==> config.mk <==
export PLATFORM = sky130hd
export DESIGN_NAME = fproc_iface
export DESIGN_NICKNAME = d
export VERILOG_FILES = /design/src/rtl/fproc_pkg.sv /design/src/rtl/fproc_timeout_ctr.sv /design/src/rtl/fproc_iface.sv
export SDC_FILE = /design/constraint.sdc
export NUM_CORES = 1
export LEC_CHECK = 0
export ABC_AREA = 1
export CORE_ASPECT_RATIO = 0.5
export CORE_MARGIN = 5
export CORE_UTILIZATION = 42
export DETAILED_ROUTE_END_ITERATION = 10
export GPL_TIMING_DRIVEN = 0
export PLACE_DENSITY = 0.85
export REMOVE_ABC_BUFFERS = 1
export SLEW_MARGIN = 20
export SYNTH_ARGS = -nofsm -noshare
export SYNTH_HDL_FRONTEND = slang
export SYNTH_SLANG_ARGS = --single-unit
==> constraint.sdc <==
create_clock -name clk -period 1.7 [get_ports clk]
set_input_delay 0.51 -clock clk [delete_from_list [all_inputs] [get_ports clk]]
set_output_delay 0.51 -clock clk [all_outputs]
set_load 0.01 [all_outputs]
==> src/rtl/fproc_pkg.sv <==
// fproc_pkg
//   Shared definitions for the function-processor interface slice:
//   FSM state encodings, default field widths and the fill bit used to
//   build the all-ones result word returned on a timeout.
package fproc_pkg;

    // FSM state encodings (fixed values, legacy-compatible)
    localparam logic [1:0] IDLE      = 2'd0;
    localparam logic [1:0] REQ       = 2'd1;
    localparam logic [1:0] WAIT_RESP = 2'd2;
    localparam logic [1:0] DONE      = 2'd3;

    // Default widths
    localparam int unsigned FPROC_DEFAULT_ID_WIDTH = 8;
    localparam int unsigned FPROC_DEFAULT_DATA_WIDTH = 32;

    // Result word on timeout is this bit replicated across DATA_WIDTH
    localparam logic FPROC_TIMEOUT_FILL = 1'b1;

endpackage

==> src/rtl/fproc_timeout_ctr.sv <==
// fproc_timeout_ctr
//   Cycle counter guarding an outstanding fproc transaction.
//   Ports:
//     clk     core clock
//     reset   asynchronous, active-high reset
//     clear   restart the count from zero (start of a new request)
//     enable  count this cycle (transaction outstanding)
//     expire  high while enabled and the count has reached TIMEOUT_CYCLES-1
module fproc_timeout_ctr #(
    parameter int unsigned TIMEOUT_CYCLES = 1024
) (
    input  logic clk,
    input  logic reset,
    input  logic clear,
    input  logic enable,
    output logic expire
);

    localparam int unsigned CNT_W = $clog2(TIMEOUT_CYCLES + 1);
    localparam logic [CNT_W-1:0] LAST = CNT_W'(TIMEOUT_CYCLES - 1);

    logic [CNT_W-1:0] count;

    always_ff @(posedge clk or posedge reset) begin
        if (reset) begin
            count <= '0;
        end else if (clear) begin
            count <= '0;
        end else if (enable && (count != LAST)) begin
            count <= count + 1'b1;
        end
    end

    assign expire = enable && (count == LAST);

endmodule

==> src/rtl/fproc_iface.sv <==
// fproc_iface
//   Bridges the core control FSM and the function processor (fproc).
//   A request strobe from the control FSM starts a req/ack handshake with
//   the fproc; the response word is captured and presented with a level
//   ready flag that is held until the next request.
//   Build option: define FPROC_TIMEOUT_EN to abandon a transaction after
//   TIMEOUT_CYCLES cycles, returning an all-ones word and a sticky timeout.
//   Ports:
//     clk, reset          core clock, asynchronous active-high reset
//     fproc_out_ready     request strobe from control FSM
//     fproc_id_in         function ID, valid with fproc_out_ready
//     fproc_ready         result valid (level)
//     fproc_data          captured result word
//     fproc_req           request to fproc
//     fproc_req_id        latched function ID
//     fproc_ack           fproc accepted the request
//     fproc_resp_valid    fproc response word valid
//     fproc_resp_data     fproc response word
//     busy                transaction outstanding (REQ or WAIT_RESP)
//     protocol_err        sticky protocol error, cleared only by reset
//     timeout             sticky timeout (0 unless FPROC_TIMEOUT_EN)
module fproc_iface
    import fproc_pkg::*;
#(
    parameter int unsigned FPROC_ID_WIDTH = FPROC_DEFAULT_ID_WIDTH,
    parameter int unsigned DATA_WIDTH     = FPROC_DEFAULT_DATA_WIDTH,
    parameter int unsigned TIMEOUT_CYCLES = 1024
) (
    input  logic                      clk,
    input  logic                      reset,
    input  logic                      fproc_out_ready,
    input  logic [FPROC_ID_WIDTH-1:0] fproc_id_in,
    output logic                      fproc_ready,
    output logic [DATA_WIDTH-1:0]     fproc_data,
    output logic                      fproc_req,
    output logic [FPROC_ID_WIDTH-1:0] fproc_req_id,
    input  logic                      fproc_ack,
    input  logic                      fproc_resp_valid,
    input  logic [DATA_WIDTH-1:0]     fproc_resp_data,
    output logic                      busy,
    output logic                      protocol_err,
    output logic                      timeout
);

    logic [1:0] state;
    logic       start_req;
    logic       expire;

    // A new request is accepted only when no transaction is outstanding
    assign start_req = fproc_out_ready && ((state == IDLE) || (state == DONE));

`ifdef FPROC_TIMEOUT_EN
    logic timeout_hit;

    fproc_timeout_ctr #(
        .TIMEOUT_CYCLES(TIMEOUT_CYCLES)
    ) u_timeout_ctr (
        .clk    (clk),
        .reset  (reset),
        .clear  (start_req),
        .enable (busy),
        .expire (expire)
    );

    // A response arriving in the expiry cycle takes priority over the timeout
    assign timeout_hit = expire &&
        (((state == REQ) && !(fproc_ack && fproc_resp_valid)) ||
         ((state == WAIT_RESP) && !fproc_resp_valid));

    always_ff @(posedge clk or posedge reset) begin
        if (reset) begin
            timeout <= 1'b0;
        end else if (timeout_hit) begin
            timeout <= 1'b1;
        end
    end
`else
    assign expire  = 1'b0;
    assign timeout = 1'b0;
`endif

    always_ff @(posedge clk or posedge reset) begin
        if (reset) begin
            state        <= IDLE;
            fproc_req    <= 1'b0;
            fproc_req_id <= '0;
            fproc_ready  <= 1'b0;
            fproc_data   <= '0;
            busy         <= 1'b0;
            protocol_err <= 1'b0;
        end else begin
            case (state)
                IDLE, DONE: begin
                    // No transaction outstanding: any response is stray
                    if (fproc_resp_valid) begin
                        protocol_err <= 1'b1;
                    end
                    if (fproc_out_ready) begin
                        fproc_req_id <= fproc_id_in;
                        fproc_req    <= 1'b1;
                        busy         <= 1'b1;
                        fproc_ready  <= 1'b0;
                        state        <= REQ;
                    end
                end

                REQ: begin
                    if (fproc_out_ready) begin
                        protocol_err <= 1'b1;
                    end
                    if (fproc_ack && fproc_resp_valid) begin
                        fproc_data  <= fproc_resp_data;
                        fproc_req   <= 1'b0;
                        busy        <= 1'b0;
                        fproc_ready <= 1'b1;
                        state       <= DONE;
                    end else begin
                        if (fproc_resp_valid) begin
                            protocol_err <= 1'b1;
                        end
                        if (expire) begin
                            fproc_data  <= {DATA_WIDTH{FPROC_TIMEOUT_FILL}};
                            fproc_req   <= 1'b0;
                            busy        <= 1'b0;
                            fproc_ready <= 1'b1;
                            state       <= DONE;
                        end else if (fproc_ack) begin
                            fproc_req <= 1'b0;
                            state     <= WAIT_RESP;
                        end
                    end
                end

                WAIT_RESP: begin
                    if (fproc_out_ready) begin
                        protocol_err <= 1'b1;
                    end
                    if (fproc_resp_valid) begin
                        fproc_data  <= fproc_resp_data;
                        busy        <= 1'b0;
                        fproc_ready <= 1'b1;
                        state       <= DONE;
                    end else if (expire) begin
                        fproc_data  <= {DATA_WIDTH{FPROC_TIMEOUT_FILL}};
                        busy        <= 1'b0;
                        fproc_ready <= 1'b1;
                        state       <= DONE;
                    end
                end

                default: begin
                    state <= IDLE;
                end
            endcase
        end
    end

endmodule

==> results of run 1 <==
==> sequential cells by signal, indices dropped and copies added, names as in the netlist <==
name / flops
fproc_req_id: 8
fproc_req: 1
fproc_ready: 1
busy: 1
state: 2
fproc_data: 32
protocol_err: 1
==> report_power, final <==
group          internal, mW  total (mW)  leakage, nW  switching, mW
Combinational          1.15        2.88        0.992           1.72
Clock                 0.411       0.781       0.0575          0.370
Sequential             1.63        1.92        0.569          0.296
==> routing by layer <==
layer	vias up	share of wire
met4	0	0.023
li1	929	-
met2	69	0.52
met1	925	0.40
met5	-	0
met3	12	0.052
==> cell families (layout without fill, tap and decap cells) <==
group                      Yosys count  count (layout)
and+or+nand+nor                    154             157
DFF                                 46              46
buffers and inverters               26             109
adders and majority gates            2               2
AOI/OAI and AO/OA                    2               2
other                                1               1
==> worst register-to-register path, cell delays in order (launching register included) <==
cell and delay [ns]:
dfrtp_1 0.42, inv_1 0.07, ha_1 0.21, inv_1 0.24
nand2_8 0.19, nand3_4 0.12, buf_12 0.17, nand2_1 0.07
nand2_1 0.06
==> final cells by class <==
| type | instances | share of cell area |
|---|---|---|
| Clock buffer | 8 | 0.0356 |
| Inverter | 11 | 0.0133 |
| Multi-Input combinational cell | 162 | 0.272 |
| Sequential cell | 46 | 0.372 |
| Tap cell | 70 | 0.0283 |
| Timing Repair Buffer | 90 | 0.278 |
==> placed cells by master (no fill, tap or decap) <==
cell type and instances:
a21oi_1 1, buf_12 2, buf_2 1, clkbuf_8 8, clkdlybuf4s50_1 43, conb_1 1
dfrtp_1 46, dlygate4sd2_1 44, ha_1 1, ha_4 1, inv_1 6, inv_2 5
nand2_1 98, nand2_2 11, nand2_4 1, nand2_8 2, nand3_1 6, nand3_4 3
nand4_1 34, nor2_1 2, o21ai_1 1
==> path summary, 6_finish.rpt <==
path	start	to	slack [ns]	cells past startpoint
max	fproc_ack	fproc_data[9]	0.07	7
min	busy	busy	0.47	2
max reg2reg	state[0]	fproc_data[9]	0.10	8
min reg2reg	busy	busy	0.47	2
max in group asynchronous	reset	fproc_data[15]	0.74	3
min in group asynchronous	reset	fproc_req_id[0]	0.48	2
==> stage by stage <==
step / TNS [ns] / util / cells / hold slack, ns / cell area, sq um
finish: 0 / 0.636 / 387 / 0.471 / 3090
detailed placement: -26.66 / 0.604 / 375 / 0.459 / 2940
global route: 0 / 0.636 / 387 / 0.492 / 3090
floorplan: 0 / - / 216 / 0.467 / 1950
CTS: 0 / 0.624 / 384 / 0.474 / 3030
global placement: -74.76 / 0.601 / 374 / 0.454 / 2920
==> what timing repair did <==
item | CTS | global route
cloned | 1 | 2
gates resized for setup | 49 | 2
setup endpoints to repair | 79 | 32
pin swaps | 0 | 1
buffers inserted | 0 | 1
==> results.py, run 1 <==
metrics = {
    "outcome": {
        "status": "complete, no violations",
    },
    "floorplan": {
        "die_area_sq_um": 6560,
        "dieWidth_um": 110,
        "rows": 18,
        "coreArea_sq_um": 4860,
        "io-pin-count": 90,
        "die_h_um": 59.8,
        "start_util": 0.428,
    },
    "cts": {
        "ctsRootBufferMaster": "clkbuf_8",
        "postCtsHoldBufs": 0,
        "numCtsBuffers": 5,
        "clkTransAtPathRegs_ns": 0.09,
        "clockBufferDepth": 2,
        "clock_latency_ns": 0.30,
        "cts_tree": "done",
        "cts.sinks": 46,
        "htree_num_levels": 2,
    },
    "pwr": {
        "powerDensity_nw_per_um2": 1810,
        "ir_drop_mv": 0.713,
        "leakagePower_nw": 1.62,
        "total_power_mw": 5.58,
    },
    "setup_path": {
        "crit_family": "buffers and inverters",
        "timing.critical_path.mode_cell": "nand2_1",
        "path_cells": "clkdlybuf4s50_1, inv_1, nand2_8, nand3_4, buf_12, nand2_1, nand2_1",
        "critPathMaxFanout": 40,
        "critPathLaunchType": "input port",
        "path_buf_inv": 3,
        "slowest_delay_ns": 0.51,
        "worstPathRequired_ns": 1.90,
        "crit_slowest_cell": "clkdlybuf4s50_1",
        "path_class": "in -> reg",
        "crit_arrival_ns": 1.82,
        "cp-end-kind": "register",
    },
    "synthesis": {
        "synth-main-ff-cell": "dfrtp_1",
        "synth_top_area_share": 0.552,
        "yosysSeqAreaShare": 0.552,
        "synthesis.area_sq_um": 2080,
        "synth_top_cell_by_area": "dfrtp_1",
        "synth_top_family_by_area": "simple AND/OR/NAND/NOR gates",
        "synth_common_cells": "98 x nand2_1, 46 x dfrtp_1, 34 x nand4_1, 12 x nand2_2",
        "synthSimpleGateAreaFrac": 0.346,
        "avgSynthCellArea_sq_um": 9.02,
        "synthXorXnorAreaFrac": 0,
        "yosysWarnings": 0,
        "synth_cells": 231,
        "synth.most_common_cell": "nand2_1",
        "synth_edf_count": 0,
        "ys_top_cells_by_area": "dfrtp_1 55%, nand2_1 18%, nand4_1 10%",
        "synth-compound-area-share": 0.00480,
        "synth_cell_types": 17,
        "muxShareOfSynthArea": 0,
        "yosys.area_share.adder": 0.0120,
        "synth_seq_cells": 46,
        "async_flop_share": 1.00,
    },
    "global_route": {
        "antenna_found_initial": 0,
        "met1_usage": 0.216,
        "grt_pass1_vias": 1894,
        "grt_max_degree": 40,
        "grt_busiest_layer": "met2",
        "grtUsageMet3": 0.0345,
        "grt_usage": 0.180,
        "gr-total-overflow": 0,
        "grtUsageMet2": 0.320,
        "grt_pass1_wl_mm": 9.17,
    },
    "timing": {
        "setup_violations": 0,
        "maxSlewHeadroom": 0.475,
        "grt_setup_unrepaired": "no",
        "finalClockSkew_ns": 0.00589,
        "finalHoldViolations": 0,
        "finalMaxSlewViolations": 0,
        "min_period_ns": 1.63,
        "worst_pin_slew_ns": 0.788,
        "min_period_over_period": 0.957,
        "fmax_mhz": 615,
        "worst_slack_ns": 0.0735,
    },
    "drt": {
        "vias": 1935,
        "firstDrtPassIters": 4,
        "drt_iter0_drc": 123,
        "wl_per_cell_um": 15.2,
        "totalWireLength_mm": 5.87,
        "drt.antenna.violating_nets": 0,
        "avgViaCountPerCell": 5.00,
        "drc": 0,
    },
    "place": {
        "gp_congestion": 0.789,
        "pre_cts_ws_ns": -0.816,
        "dp_hpwl_mm": 3.85,
        "io_buffers": 88,
    },
    "cells_and_area": {
        "layout-drive-gt1-share": 0.107,
        "nets": 363,
        "area_delta_synth_final_pct": 48.4,
        "seqCellArea_sq_um": 1150,
        "fillers": 417,
        "diodes": 0,
        "multi_input_area_sq_um": 842,
    },
    "worst_hold_path": {
        "hold_path_class": "reg -> reg",
    },
    "flow_run": {
        "maxCapViolations": 0,
    },
}
No activity file was read; power rests on OpenSTA's default activity.
==> run 2: changes to the inputs <==
--- a/config.mk
+++ b/config.mk
@@ -13,6 +13,7 @@
 export GPL_TIMING_DRIVEN = 0
 export PLACE_DENSITY = 0.85
 export REMOVE_ABC_BUFFERS = 1
+export SKIP_CTS_REPAIR_TIMING = 1
 export SLEW_MARGIN = 20
 export SYNTH_ARGS = -nofsm -noshare
 export SYNTH_HDL_FRONTEND = slang
==> constraint.sdc (replaced) <==
create_clock -name clk -period 1.7 [get_ports clk]
set_input_delay 0.34 -clock clk [delete_from_list [all_inputs] [get_ports clk]]
set_output_delay 0.34 -clock clk [all_outputs]
set_load 0.01 [all_outputs]
==> run 2 against run 1 <==
Effect of this change: cell area rose by 1.5%; clock skew fell by 0.0026 ns; critical path depth rose by 1; clock power rose by 0.5%; maximum frequency rose by 1.7%; setup slack improved by 0.028 ns; flip-flop and latch count did not move; global-route usage fell by 0.52 points; die area did not move; hold slack got worse by 0.16 ns; utilization rose by 0.93 points; largest cell class unchanged.
==> results.py, run 2 (synthesis gave the netlist of run 1 again) <==
metrics = {
    "place": {
        "gp_congestion": 0.789,
        "io_buffers": 88,
        "dp_hpwl_mm": 3.85,
        "pre_cts_ws_ns": -0.646,
    },
    "cts": {
        "ctsRootBufferMaster": "clkbuf_8",
        "clockBufferDepth": 2,
        "clkTransAtPathRegs_ns": 0.09,
        "numCtsBuffers": 5,
        "clock_latency_ns": 0.30,
        "cts.sinks": 46,
        "cts_tree": "done",
        "htree_num_levels": 2,
    },
    "drt": {
        "firstDrtPassIters": 4,
        "drt_iter0_drc": 87,
        "wl_met1_mm": 2.38,
        "drc": 0,
        "avgViaCountPerCell": 4.97,
        "totalWireLength_mm": 5.95,
        "wl_per_cell_um": 15.4,
        "topRoutingLayerUsed": "met4",
        "drt.antenna.violating_nets": 0,
        "route.met3.wl_um": 303,
        "wl_met2_mm": 3.15,
        "vias": 1925,
    },
    "floorplan": {
        "coreArea_sq_um": 4860,
        "die_area_sq_um": 6560,
        "rows": 18,
        "dieWidth_um": 110,
        "start_util": 0.428,
        "die_h_um": 59.8,
        "io-pin-count": 90,
    },
    "global_route": {
        "grt_pass1_wl_mm": 8.92,
        "grt_usage": 0.175,
        "grt_pass1_vias": 1850,
        "gr-total-overflow": 0,
        "antenna_found_initial": 0,
        "grt_max_degree": 39,
    },
    "outcome": {
        "status": "complete, no violations",
    },
    "cells_and_area": {
        "fillers": 386,
        "layout_commonest_cell": "nand2_1",
        "largest_register_ffs": 32,
        "area_delta_synth_final_pct": 50.5,
        "nets": 363,
        "diodes": 0,
        "regMostFlops": "fproc_data",
        "layout-drive-gt1-share": 0.107,
        "largestRegisters": "fproc_data: 32 flops, fproc_req_id: 8 flops, state: 2 flops",
        "layout_common_cells": "98 x nand2_1, 87 x clkdlybuf4s50_1, 46 x dfrtp_1, 34 x nand4_1, 11 x nand2_2",
    },
    "pwr": {
        "ir_drop_mv": 0.754,
        "p_clk_frac": 0.132,
        "p_switching_mw": 2.41,
        "p_comb_frac": 0.541,
        "leakagePower_nw": 1.51,
        "internal-power_mw": 3.53,
        "total_power_mw": 5.94,
        "swShare": 0.406,
        "powerDensity_nw_per_um2": 1890,
        "power_frac_seq": 0.327,
    },
    "setup_path": {
        "cp-end-kind": "register",
        "crit_arrival_ns": 1.79,
        "worstPathRequired_ns": 1.89,
        "critPathLaunchType": "register",
        "critPathMaxFanout": 18,
        "reg2reg_from": "state[1]",
        "path_class": "reg -> reg",
        "startpoint": "state[1]",
    },
    "flow_run": {
        "maxCapViolations": 0,
    },
    "timing": {
        "setup_violations": 0,
        "min_period_over_period": 0.940,
        "finalMaxSlewViolations": 0,
        "min_period_ns": 1.60,
        "finalHoldViolations": 0,
        "maxSlewHeadroom": 0.477,
        "finalClockSkew_ns": 0.00324,
        "worst_pin_slew_ns": 0.785,
        "hold_slack_ns": 0.311,
        "worst_slack_ns": 0.101,
        "fmax_mhz": 626,
        "setup_tns_ns": 0,
        "grt_setup_unrepaired": "no",
    },
    "worst_hold_path": {
        "hold_path_class": "in -> async",
    },
}
-- run 2: changes by cell type in the layout (fill, tap and decap cells not counted) --
cell,previous run,this run
clkdlybuf4s50_1,43,87
dlygate4sd2_1,44,0
ha_2,0,1
ha_4,1,0
-- run 2: layout make-up --
| cell class | count | area (sq um) | share of cell area |
|---|---|---|---|
| Clock buffer | 8 | 110 | 0.0351 |
| Timing Repair Buffer | 90 | 916 | 0.292 |
| Tap cell | 70 | 87.6 | 0.0279 |
| Inverter | 11 | 41.3 | 0.0132 |
| Multi-Input combinational cell | 162 | 832 | 0.265 |
| Sequential cell | 46 | 1150 | 0.367 |
-- run 2: metrics by stage --
stage	instance area, sq um	utilization	std cells
after floorplan	1950	-	216
after global placement	2920	0.601	374
after detailed placement	2940	0.604	375
after CTS	3050	0.626	383
after global routing	3140	0.645	387
final	3140	0.645	387
-- run 2: worst paths after layout --
| kind | endpoint | slack (ns) | cells after the start |
|---|---|---|---|
| setup reg to reg | fproc_data[18] | 0.10 | 8 |
| max in group asynchronous | fproc_data[15] | 0.91 | 3 |
| hold reg to reg | busy | 0.48 | 2 |
| hold / removal | fproc_req_id[0] | 0.31 | 2 |
| setup / recovery | fproc_data[18] | 0.10 | 8 |
| min in group clk | busy | 0.48 | 2 |
-- run 2: per-layer routing --
layer	vias to the layer above	GRT usage
met3	10	0.0356
met4	0	0.0710
met1	922	0.210
met2	59	0.311
met5	-	0
li1	934	-
-- run 2: critical path, cell delays in order, from the launching register on --
cell     delay, ns
dfrtp_1       0.42
inv_1         0.09
ha_2          0.28
inv_2         0.13
nand2_8       0.18
nand3_4       0.09
buf_12        0.19
nand2_1       0.06
nand2_1       0.04
-- run 2: power groups by stage --
stage	clock network, mW	registers (mW)	logic [mW]
2_1_floorplan	0	2.16	1.27
3_3_place_gp	0	1.93	2.90
3_5_place_dp	0	1.95	2.98
4_1_cts	0.803	1.94	2.99
5_1_grt	0.850	2.00	3.55
6_report	0.785	1.94	3.21
